===== config.mk =====
export PLATFORM = sky130hd
export DESIGN_NAME = alu_serial_seq
export DESIGN_NICKNAME = d
export VERILOG_FILES = /design/src/rtl/alu_serial_seq_pkg.sv /design/src/rtl/alu_serial_seq_slice.sv /design/src/rtl/alu_serial_seq.sv
export SDC_FILE = /design/constraint.sdc
export NUM_CORES = 1
export LEC_CHECK = 0
export CORE_MARGIN = 3
export CORE_UTILIZATION = 58
export CTS_CLUSTER_DIAMETER = 50
export CTS_CLUSTER_SIZE = 12
export DETAILED_ROUTE_END_ITERATION = 12
export DONT_BUFFER_PORTS = 1
export PLACE_DENSITY_LB_ADDON = 0.1
export SLEW_MARGIN = 15
export SYNTH_ARGS = -nofsm -noshare
export SYNTH_HDL_FRONTEND = slang
export SYNTH_HIERARCHICAL = 1
export SYNTH_SLANG_ARGS = --single-unit

===== constraint.sdc =====
create_clock -name clk -period 5.3 [get_ports clk]
set_input_delay 0 -clock clk [delete_from_list [all_inputs] [get_ports clk]]
set_output_delay 0 -clock clk [all_outputs]
set_load 0.01 [all_outputs]

===== src/rtl/alu_serial_seq_pkg.sv =====
// Shared funct codes, FSM encodings and decode helper for the bit-serial ALU.
// Used by alu_serial_seq and its ALU_Slice datapath.
package alu_serial_seq_pkg;

    localparam logic [5:0] FUNCT_ADD = 6'd32;
    localparam logic [5:0] FUNCT_SUB = 6'd34;
    localparam logic [5:0] FUNCT_AND = 6'd36;
    localparam logic [5:0] FUNCT_OR  = 6'd37;
    localparam logic [5:0] FUNCT_SLT = 6'd42;

    localparam logic [1:0] ST_IDLE = 2'd0;
    localparam logic [1:0] ST_RUN  = 2'd1;
    localparam logic [1:0] ST_DONE = 2'd2;

    // SUB and SLT both run as a + ~b + 1.
    function automatic logic needs_invert(input logic [5:0] funct);
        return (funct == FUNCT_SUB) || (funct == FUNCT_SLT);
    endfunction

endpackage


===== src/rtl/alu_serial_seq_slice.sv =====
// One-bit ALU slice: AND/OR of the raw bits, or a full-adder sum with optional
// inversion of b. Unlisted funct codes fall through to the sum.
module ALU_Slice
    import alu_serial_seq_pkg::*;
(
    input  logic       a,
    input  logic       b,
    input  logic       cin,
    input  logic       inv,
    input  logic [5:0] Signal,
    output logic       cout,
    output logic       out
);

    logic b_eff;
    logic sum;

    always_comb begin
        b_eff = b ^ inv;
        sum   = a ^ b_eff ^ cin;
        cout  = (a & b_eff) | (a & cin) | (b_eff & cin);
        case (Signal)
            FUNCT_AND:                       out = a & b;
            FUNCT_OR:                        out = a | b;
            FUNCT_ADD, FUNCT_SUB, FUNCT_SLT: out = sum;
            default:                         out = sum;
        endcase
    end

endmodule


===== src/rtl/alu_serial_seq.sv =====
// Bit-serial ALU sequencer: drives one ALU_Slice for WIDTH cycles, LSB first.
// Define ALU_SERIAL_OVF_EN to add a signed-overflow output for ADD/SUB.
module alu_serial_seq
    import alu_serial_seq_pkg::*;
#(
    parameter int WIDTH = 32
) (
    input  logic             clk,
    input  logic             rst,
    input  logic             start,
    input  logic [WIDTH-1:0] a,
    input  logic [WIDTH-1:0] b,
    input  logic [5:0]       Signal,
    output logic             busy,
    output logic             done,
    output logic [WIDTH-1:0] result,
    output logic             zero
`ifdef ALU_SERIAL_OVF_EN
    ,
    output logic             overflow
`endif
);

    localparam int CNT_W = $clog2(WIDTH);
    localparam logic [CNT_W-1:0] LAST_BIT = CNT_W'(WIDTH - 1);

    logic [1:0]       state;
    logic [WIDTH-1:0] a_sh;
    logic [WIDTH-1:0] b_sh;
    logic [WIDTH-2:0] res_sh;
    logic [5:0]       funct;
    logic             inv;
    logic             carry;
    logic [CNT_W-1:0] cnt;
    logic             slice_out;
    logic             slice_cout;
    logic [WIDTH-1:0] res_next;
    logic             msb_ovf;
    logic             lt;

    ALU_Slice u_slice (
        .a      (a_sh[0]),
        .b      (b_sh[0]),
        .cin    (carry),
        .inv    (inv),
        .Signal (funct),
        .cout   (slice_cout),
        .out    (slice_out)
    );

    // On the MSB step, carry holds the carry-in and slice_cout the carry-out.
    assign res_next = {slice_out, res_sh};
    assign msb_ovf  = carry ^ slice_cout;
    assign lt       = slice_out ^ msb_ovf;
    assign busy     = (state != ST_IDLE);
    assign done     = (state == ST_DONE);

    always_ff @(posedge clk) begin
        if (rst) begin
            state  <= ST_IDLE;
            a_sh   <= '0;
            b_sh   <= '0;
            res_sh <= '0;
            funct  <= '0;
            inv    <= 1'b0;
            carry  <= 1'b0;
            cnt    <= '0;
            result <= '0;
            zero   <= 1'b1;
`ifdef ALU_SERIAL_OVF_EN
            overflow <= 1'b0;
`endif
        end else begin
            case (state)
                ST_IDLE: begin
                    if (start) begin
                        a_sh  <= a;
                        b_sh  <= b;
                        funct <= Signal;
                        inv   <= needs_invert(Signal);
                        carry <= needs_invert(Signal);
                        cnt   <= '0;
                        state <= ST_RUN;
                    end
                end
                ST_RUN: begin
                    a_sh   <= {1'b0, a_sh[WIDTH-1:1]};
                    b_sh   <= {1'b0, b_sh[WIDTH-1:1]};
                    res_sh <= res_next[WIDTH-1:1];
                    carry  <= slice_cout;
                    cnt    <= cnt + 1'b1;
                    if (cnt == LAST_BIT) begin
                        state <= ST_DONE;
                        if (funct == FUNCT_SLT) begin
                            result <= {{(WIDTH-1){1'b0}}, lt};
                            zero   <= ~lt;
                        end else begin
                            result <= res_next;
                            zero   <= (res_next == '0);
                        end
`ifdef ALU_SERIAL_OVF_EN
                        overflow <= ((funct == FUNCT_ADD) || (funct == FUNCT_SUB)) && msb_ovf;
`endif
                    end
                end
                ST_DONE: state <= ST_IDLE;
                default: state <= ST_IDLE;
            endcase
        end
    end

endmodule


---- Word-level counts from Yosys, hierarchy flattened ----
Cells that the tools add are included.
storage, ports and cells
  bits in registers ....................... 143
  input bits .............................. 73
  output and inout bits ................... 35
  word-level logic and storage cells ...... 57
operators by class
  $add $sub $neg .......................... 1
  eq/ne operators ......................... 10
  mux-type cells .......................... 14
  bitwise gates (word level) .............. 13
  reduce and logical (&&, ||, !) cells .... 9
operators by type and width
  kind                                                             number
  32-bit case mux with 2 select lines                              2
  32-bit two-way mux                                               3
  32-bit logical NOT                                               1
  6-bit == test, second input constant                             5
  5-bit case mux with 2 select lines                               1
  2-bit AND reduction                                              4
  5-bit by 1-bit adder with 5-bit output, second input constant    1
  5-bit == test, second input constant                             1
  5-bit two-way mux                                                1
  1-bit XOR                                                        5
  1-bit bitwise AND                                                4
  2-bit two-way mux                                                2
  2-bit inequality test, second input constant                     2
  1-bit case mux with 2 select lines                               2
  2-bit case mux with 2 select lines                               1
  2-bit nonzero test                                               2
  1-bit bitwise OR                                                 3
  2-bit by 1-bit == test with 1-bit output, second input constant  1
  2-bit == test, second input constant                             1
  2-bit logical NOT                                                1
  1-bit two-way mux                                                2
  1-bit logical OR                                                 1
  1-bit NOT                                                        1

---- Depth between registers and ports, before layout ----
Gate-level depths: netlist of the first run.
  depth in word-level cells ............... 8
  depth in mapped cells ................... 8
  mapped depth without buffers ............ 8

---- Cells and area by module ----
The synthesis of the first run kept the hierarchy.
by module, submodules not included
  module          instances  cells an instance  area each (um2)  seq. area each (um2)
  alu_serial_seq  1          728                6094.6           2862.7
  ALU_Slice       1          10                 80.1             0.0

---- Least setup slack after synthesis of the first run ----
Ideal clock, no wire load.
  kind .................................... reg2reg
  start ................................... register b_sh[0]
  end ..................................... register zero
  setup time .............................. 127 ps
  data arrival time ....................... 2051 ps
  required time ........................... 5173 ps
  slack ................................... 3122 ps
  cell stages (with the launch flop) ...... 9
  buffers on the path ..................... 0
  clock period less this slack ............ 2178 ps
  cells stage by stage .................... dfxtp_1 -> xnor2_1 -> fa_1 -> a21boi_1 -> a41oi_1 -> xnor2_1 -> xnor2_1 -> o31ai_1 -> or3_1
on the way
  elaborated cells on any way between the ends .. 15
  those cells by class .................... mux: 2; bitwise: 12; reduce/logical: 1
RTL lines
  what                                                                        RTL line                    source
  from (decl)                                                                 alu_serial_seq.sv:29        logic [WIDTH-1:0] b_sh;
  from (signal assigned)                                                      alu_serial_seq.sv:88        b_sh <= {1'b0, b_sh[WIDTH-1:1]};
  1-bit XOR                                                                   alu_serial_seq_slice.sv:19  b_eff = b ^ inv;
  1-bit XOR (2 in series)                                                     alu_serial_seq_slice.sv:20  sum = a ^ b_eff ^ cin;
  1-bit case mux with 2 select lines *                                        alu_serial_seq_slice.sv:22  case (Signal)
  net slice_out                                                               alu_serial_seq.sv:35        logic slice_out;
  parallel branches: the longest is 2 deep, another holds 32-bit logical NOT  --
  1-bit two-way mux *                                                         alu_serial_seq.sv:94        if (funct == FUNCT_SLT) begin
  to (signal assigned)                                                        alu_serial_seq.sv:96        zero <= ~lt;
  to (signal assigned)                                                        alu_serial_seq.sv:99        zero <= (res_next == '0);
  to (decl)                                                                   alu_serial_seq.sv:17        output logic zero
Mark *: on every way through the listed nets, which the timed path passes.
A chain may end at the register's enable or synchronous reset.

---- Worst setup path in the final report of the first run ----
  start ................................... register state[1]
  end ..................................... register a_sh[17]
on the way
  longest elaborated chain between the ends .. 3
  elaborated cells on any way between the ends .. 6
  those cells by class .................... eq/ne: 2; mux: 1; reduce/logical: 3
RTL lines
  what                                                                           RTL line              source
  from (decl)                                                                    alu_serial_seq.sv:27  logic [1:0] state;
  from (signal assigned)                                                         alu_serial_seq.sv:60  state <= ST_IDLE;
  from (signal assigned)                                                         alu_serial_seq.sv:83  state <= ST_RUN;
  from (signal assigned)                                                         alu_serial_seq.sv:93  state <= ST_DONE;
  2-bit by 1-bit == test with 1-bit output or 2-bit logical NOT (tied branches)  alu_serial_seq.sv:74  case (state)
  2-bit nonzero test (no source line) or 2-bit inequality test (tied branches)   --
  2-bit AND reduction (no source line)                                           --
  to (signal assigned)                                                           alu_serial_seq.sv:87  a_sh <= {1'b0, a_sh[WIDTH-1:1]};
  to (decl)                                                                      alu_serial_seq.sv:28  logic [WIDTH-1:0] a_sh;
Parallel ways exist; a longest one is shown, timed or not.

==> metrics, run 1 <==
total power per unit cell area=358 nW/µm²; row count=37; postcts setup bufs=0; core area=10300 µm²; WP data arrival=2.79 ns; Synth Warn #=6; cts repair resizes=0; DPL Wire Length=7910 µm; FF+latch count, synth=143; Peak Freq=419 MHz; # setup viols final=0; Avg Vias per Cell=5.61; Clk pin slew, worst setup/hold paths=0.06 ns; Psw=648 µW; insertion delay to the later sink of the worst-skew pair=0.51 ns; VDD IR-drop max=0.202 mV; first-pass GRT wire length=23100 µm; Slew Viols, Final=0; clk sinks=143; hold_buf cts=71; Iter 0 DRT Violations=383; GRT Util Overall=0.240; sequential element share of the synthesized area=0.464; Post-synth top flop=dfxtp_1; pin count of the biggest net entering global routing=144; Pre-Repair DR Iteration Count=5; synth cell count leaders=239 x nand2_1, 143 x dfxtp_1, 76 x a21oi_1, 74 x nor2_1, 60 x a311oi_2; asr flop ratio synth=0; Setup CP Type=reg -> reg; count of different cell masters after synthesis=37; worst slack at placement=2.96 ns; Hold/Removal Path Class=in -> reg; P_leak=2.61 nW; min cycle time layout=2.39 ns; total CTS buffers=17; pin slew with the least headroom to its limit=0.960 ns; Boundary Pins=108; nets@finish=848; syn nets=814; number of flops mapped to enable cells by yosys=0; total number of vias=5160; CP max FO=77; Setup TNS=0 ns; Post-Route Skew=0.0158 ns; setup slack after layout=2.91 ns; Int Pwr=2.01 mW; Worst setup EP type=flip-flop; Netlist Area Pre-Place=6170 µm²; starting density of the core=0.598; Synth top area share=0.464; Gate power share=0.109; Startpoint Class=flip-flop; Vert. Die Dim=109 µm; Req. time, crit path=5.70 ns; post-synth top area cell=dfxtp_1; final hold viol count=0; antenna violations before repair=0; Ant. Diodes=0; Clock Power Share=0.454; Wirelength per Cell=15.2 µm; status=completed; vias in the first global route=5026; ranking of synthesized cells by area=dfxtp_1 46%, a311oi_2 15%, nand2_1 15%, a21oi_1 6.2%, nor2_1 4.5%; total placed cells including tap cells=818; Port-buffer cells=0; DRT antenna net count=0; Max Cap Violations=0; Mapped Cells=738; area delta synth->final=20.3%; clk root buf=clkbuf_8; CTS tree=built; unrepaired setup endpoints after global routing=no; RePlAce Congestion=0.789; worst-case reg-to-reg path depth=4; Tcrit/Tclk final=0.450; total power=2.66 mW; overall die width=109 µm; cell depth of the worst hold path=2; Die Area=11900 µm²; sw frac=0.244; fin cells=919; share of layout cells above drive strength 1=0.133; Reg power frac=0.437; relative slew slack=0.360; final wirelength=14000 µm; Residual DRC=0; CTS Buffer Depth=2; post-layout util=0.720; Mean Syn Cell Area=8.37 µm²; count leader, synth=nand2_1; gr ovfl total=0; H-tree Lvls=4
-- registers in the layout (all words and copies together), names as in the netlist --
signal,count
funct,6
cnt,5
inv,1
a_sh,32
b_sh,32
carry,1
zero,1
res_sh,31
state,2
result,32
-- final timing paths --
path	startpoint	to	slack, ns
worst min-delay path	rst	a_sh[31]	0.01
worst max-delay path	state[1]	a_sh[17]	2.91
worst max register to register	state[1]	a_sh[17]	2.91
worst min register to register	cnt[3]	cnt[3]	0.46
-- metrics by stage --
step,instance area (µm²),hold WS (ns)
finish,7430,0.0104
global route,7430,0.0599
CTS,7430,0.0116
detailed placement,6100,0.0862
global placement,6100,0.0842
floorplan,6170,0.136
-- power by group through the flow --
| stage | Clock [mW] | Combinational, mW | Sequential [mW] |
|---|---|---|---|
| after detailed placement | 0 | 0.221 | 1.18 |
| after global placement | 0 | 0.211 | 1.18 |
| after CTS | 1.23 | 0.286 | 1.16 |
| final | 1.21 | 0.290 | 1.16 |
| after global routing | 1.28 | 0.319 | 1.17 |
| after floorplan | 0 | 0.219 | 1.17 |
-- area by class of cell --
cell class | instances | area, µm²
clock inverters | 13 | 189
fillers | 796 | 2900
multi-input cells | 528 | 3000
flip-flops and latches | 143 | 2860
inverters | 4 | 15.0
clock buffers | 17 | 414
well taps | 136 | 170
repair buffers | 78 | 781
-- cell usage in the layout, fill, tap and decap left out, types with 3 or more instances in the layout --
master	count
inv_1	4
a311oi_2	60
nand2_1	239
xnor2_1	3
nor2_1	74
nor4_1	8
nand3_1	38
clkinv_4	3
clkbuf_16	16
dlygate4sd3_1	70
bufinv_16	4
buf_4	7
a21oi_1	76
dfxtp_1	143
-- metal layers --
metal | up-vias | GRT usage | wire length [µm]
met5 | - | 0 | 0
met4 | 0 | 0.0793 | 235
met3 | 21 | 0.0598 | 599
met2 | 118 | 0.414 | 7160
met1 | 2433 | 0.291 | 6020
li1 | 2588 | - | -
-- worst max-delay path, cell delays in order (launching register included) --
cell and delay [ns]:
dfxtp_1 0.44, nand2b_4 0.79, buf_4 0.59, nor2_1 0.13
a311oi_2 0.28
-- cells by family (layout without fill, tap and decap cells) --
logic type | after synthesis | after routing | share of synthesized area
multiplexers | 1 | 1 | 0.00162
buffers and inverters | 67 | 112 | 0.0535
flip-flops | 143 | 143 | 0.464
AND/OR/NAND/NOR | 375 | 375 | 0.250
adder cells (fa/ha/maj) | 3 | 3 | 0.00729
AO/OA/AOI/OAI | 146 | 146 | 0.219
XOR/XNOR | 3 | 3 | 0.00426
(Power assumes the default switching activity.)
==> run 2, diff against run 1 <==
- CORE_UTILIZATION: 58 -> 57
- clock period: 5.3 -> 1.95 ns (I/O delays scaled with it)
==> run 2 against run 1 <==
The flow now finishes with violations (hold timing, setup timing). Clock power grew to 2.6 times the previous value. Setup slack got worse by 3.2 ns. Cell count down 1.8%. Critical endpoint is now zero. Largest power group is now registers. Highest routed layer unchanged.
==> metrics, run 2 (same netlist as run 1, synthesis figures left out) <==
status=finished, violations left; failing checks=hold timing, setup timing; total power per unit cell area=956 nW/µm² (+170%); Peak Freq=450 MHz (+7.3%); Port-buffer cells=0 (unchanged); clk root buf=clkbuf_8; most common cell after layout, fill and taps aside=nand2_1; total CTS buffers=17 (unchanged); area of the multi-input gates=3060 µm² (+2.0%); CP endpoint=zero; Worst path most repeated cell=xnor2_2; CTS Buffer Depth=2 (unchanged); clk sinks=143 (unchanged); gr ovfl total=0 (unchanged); relative slew slack=0.672 (+0.312); reg2reg end=zero; pin count of the biggest net entering global routing=144 (unchanged); Post-Route Skew=0.0105 ns (-0.00528 ns); first-pass GRT wire length=23000 µm (-0.48%); Die Area=12100 µm² (+1.7%); Avg Vias per Cell=5.70 (+1.5%); Worst setup EP type=flip-flop; overall die width=110 µm (+0.82%); CTS tree=built; # setup viols final=2 (+2); Area after DPL=6250 µm² (+2.5%); Req. time, crit path=2.34 ns (-3.36 ns); core area=10400 µm² (+0.90%); insertion delay to the later sink of the worst-skew pair=0.52 ns (about the same); biggest regs=a_sh: 32 flops, b_sh: 32 flops, result: 32 flops; cell area after layout=7310 µm² (-1.6%); Ant. Diodes=0 (unchanged); DRT antenna net count=0 (unchanged); RR Startpoint=b_sh[0]; CP max-delay cell=fa_1; vias in the first global route=4929 (-1.9%); Setup CP Type=reg -> reg; Max Cap Violations=0 (unchanged); commonest cells after routing, fill and taps aside=239 x nand2_1, 139 x dfxtp_1, 75 x a21oi_1; starting density of the core=0.593 (-0.00532); share of layout cells above drive strength 1=0.168 (+0.0356); post-layout util=0.702 (-0.0177); Vert. Die Dim=110 µm (+0.82%); nets@finish=829 (-2.2%); antenna violations before repair=0 (unchanged); CP peak stage delay=0.43 ns (-0.36 ns); Boundary Pins=108 (unchanged); Iter 0 DRT Violations=328 (-14%); Setup crit start=b_sh[0]; Residual DRC=0 (unchanged); WP data arrival=2.62 ns (-0.17 ns); Top Usage Layer GRT=met2; area delta synth->final=18.4%; worst hold margin=-0.447 ns (-0.457 ns); GRT Util Overall=0.238 (-0.00132); final hold viol count=103 (+103); pin slew with the least headroom to its limit=0.488 ns (-0.473 ns); H-tree Lvls=4 (unchanged); Startpoint Class=flip-flop; total number of vias=5142 (-0.35%); FILL cells=845 (+6.2%); VDD IR-drop max=0.751 mV (+270%); register area=2870 µm² (+0.17%); P_leak=2.66 nW (+2.2%); CP max FO=2 (-97%); total placed cells including tap cells=829 (+1.3%); DPL Wire Length=8700 µm (+9.9%); Pre-Repair DR Iteration Count=4 (-1); Setup TNS=-0.372 ns (-0.372 ns); Tcrit/Tclk final=1.14 (+0.691); Slew Viols, Final=0 (unchanged); row count=37 (unchanged); setup slack after layout=-0.275 ns (-3.19 ns); crit-path cells=xnor2_2 > fa_1 > a21boi_2 > a41oi_2 > xnor2_2 > xnor2_1 > o31ai_1 > or3_1; R2R Setup Slk=-0.27 ns (-3.19 ns); Hold/Removal Path Class=in -> reg; fin cells=902 (-1.8%); met3 GRT Util=0.0757 (+0.0159); min cycle time layout=2.22 ns (-0.162 ns); Wirelength per Cell=15.9 µm (+4.1%); met2 usage=0.402 (-0.0128); final wirelength=14300 µm (+2.2%); RePlAce Congestion=0.799 (+1.2%); grt met1 use=0.287 (-0.00384); unrepaired setup endpoints after global routing=yes; Clk pin slew, worst setup/hold paths=0.06 ns (about the same); worst-case reg-to-reg path depth=8 (+4)
run 2: changes by cell type in the layout (fill, tap and decap cells not counted), sizes merged:
cell	change
clkbuf	+3
dlygate4sd3	-30
bufinv	-2
inv	+1
clkinvlp	+2
buf	+11
clkinv	-2
run 2: routing by layer:
metal | wire [µm] | share of wire
met1 | 6100 | 0.43
met5 | 0 | 0
met4 | 236 | 0.016
met3 | 793 | 0.055
met2 | 7190 | 0.50
run 2: worst min path at each step:
stage	startpoint	endpoint	cells after the start
6_report	rst	b_sh[2]	1
5_1_grt	rst	b_sh[2]	1
3_5_place_dp	rst	b_sh[8]	1
4_1_cts	rst	b_sh[8]	1
2_1_floorplan	Signal[2]	funct[2]	2
3_3_place_gp	rst	b_sh[7]	1
run 2: metrics by stage:
step           power (mW)  hold WS [ns]  worst slack, ns
6_report             6.99        -0.447           -0.275
5_1_grt              7.25        -0.468           -0.350
4_1_cts              7.03        -0.461           -0.242
3_5_place_dp         3.87        0.0817           -0.313
3_3_place_gp         3.84        0.0807           -0.194
2_1_floorplan        3.79         0.136           -0.135
run 2: where the power goes:
group	total, mW	leakage, nW	switching [mW]	internal, mW
Clock	3.13	0.274	1.24	1.89
Sequential	3.15	1.17	0.0821	3.07
Combinational	0.704	1.22	0.404	0.300
Total	6.99	2.66	1.73	5.26
run 2: final cells by class:
cell class | count | area share
clock inverter | 12 | 0.0180
multi-input combinational | 528 | 0.418
clock buffer | 20 | 0.0609
timing repair buffer | 59 | 0.0854
inverter | 4 | 0.00205
sequential | 143 | 0.392
tap | 136 | 0.0233
run 2: timing repair:
item	CTS	global route
hold buffers	22	18
endpoints found under the hold margin	143	121
endpoints found under the setup margin	2	40
pin swaps	5	3
setup buffers	1	0
gates resized for setup	6	11
run 2: critical path, delay by kind of cell (launching register included):
| family | cells | cell delay (ns) |
|---|---|---|
| AO/OA/AOI/OAI | 3 | 0.51 |
| XOR/XNOR | 3 | 0.48 |
| adder cells (fa/ha/maj) | 1 | 0.43 |
| AND/OR/NAND/NOR | 1 | 0.35 |
| flip-flops | 1 | 0.34 |
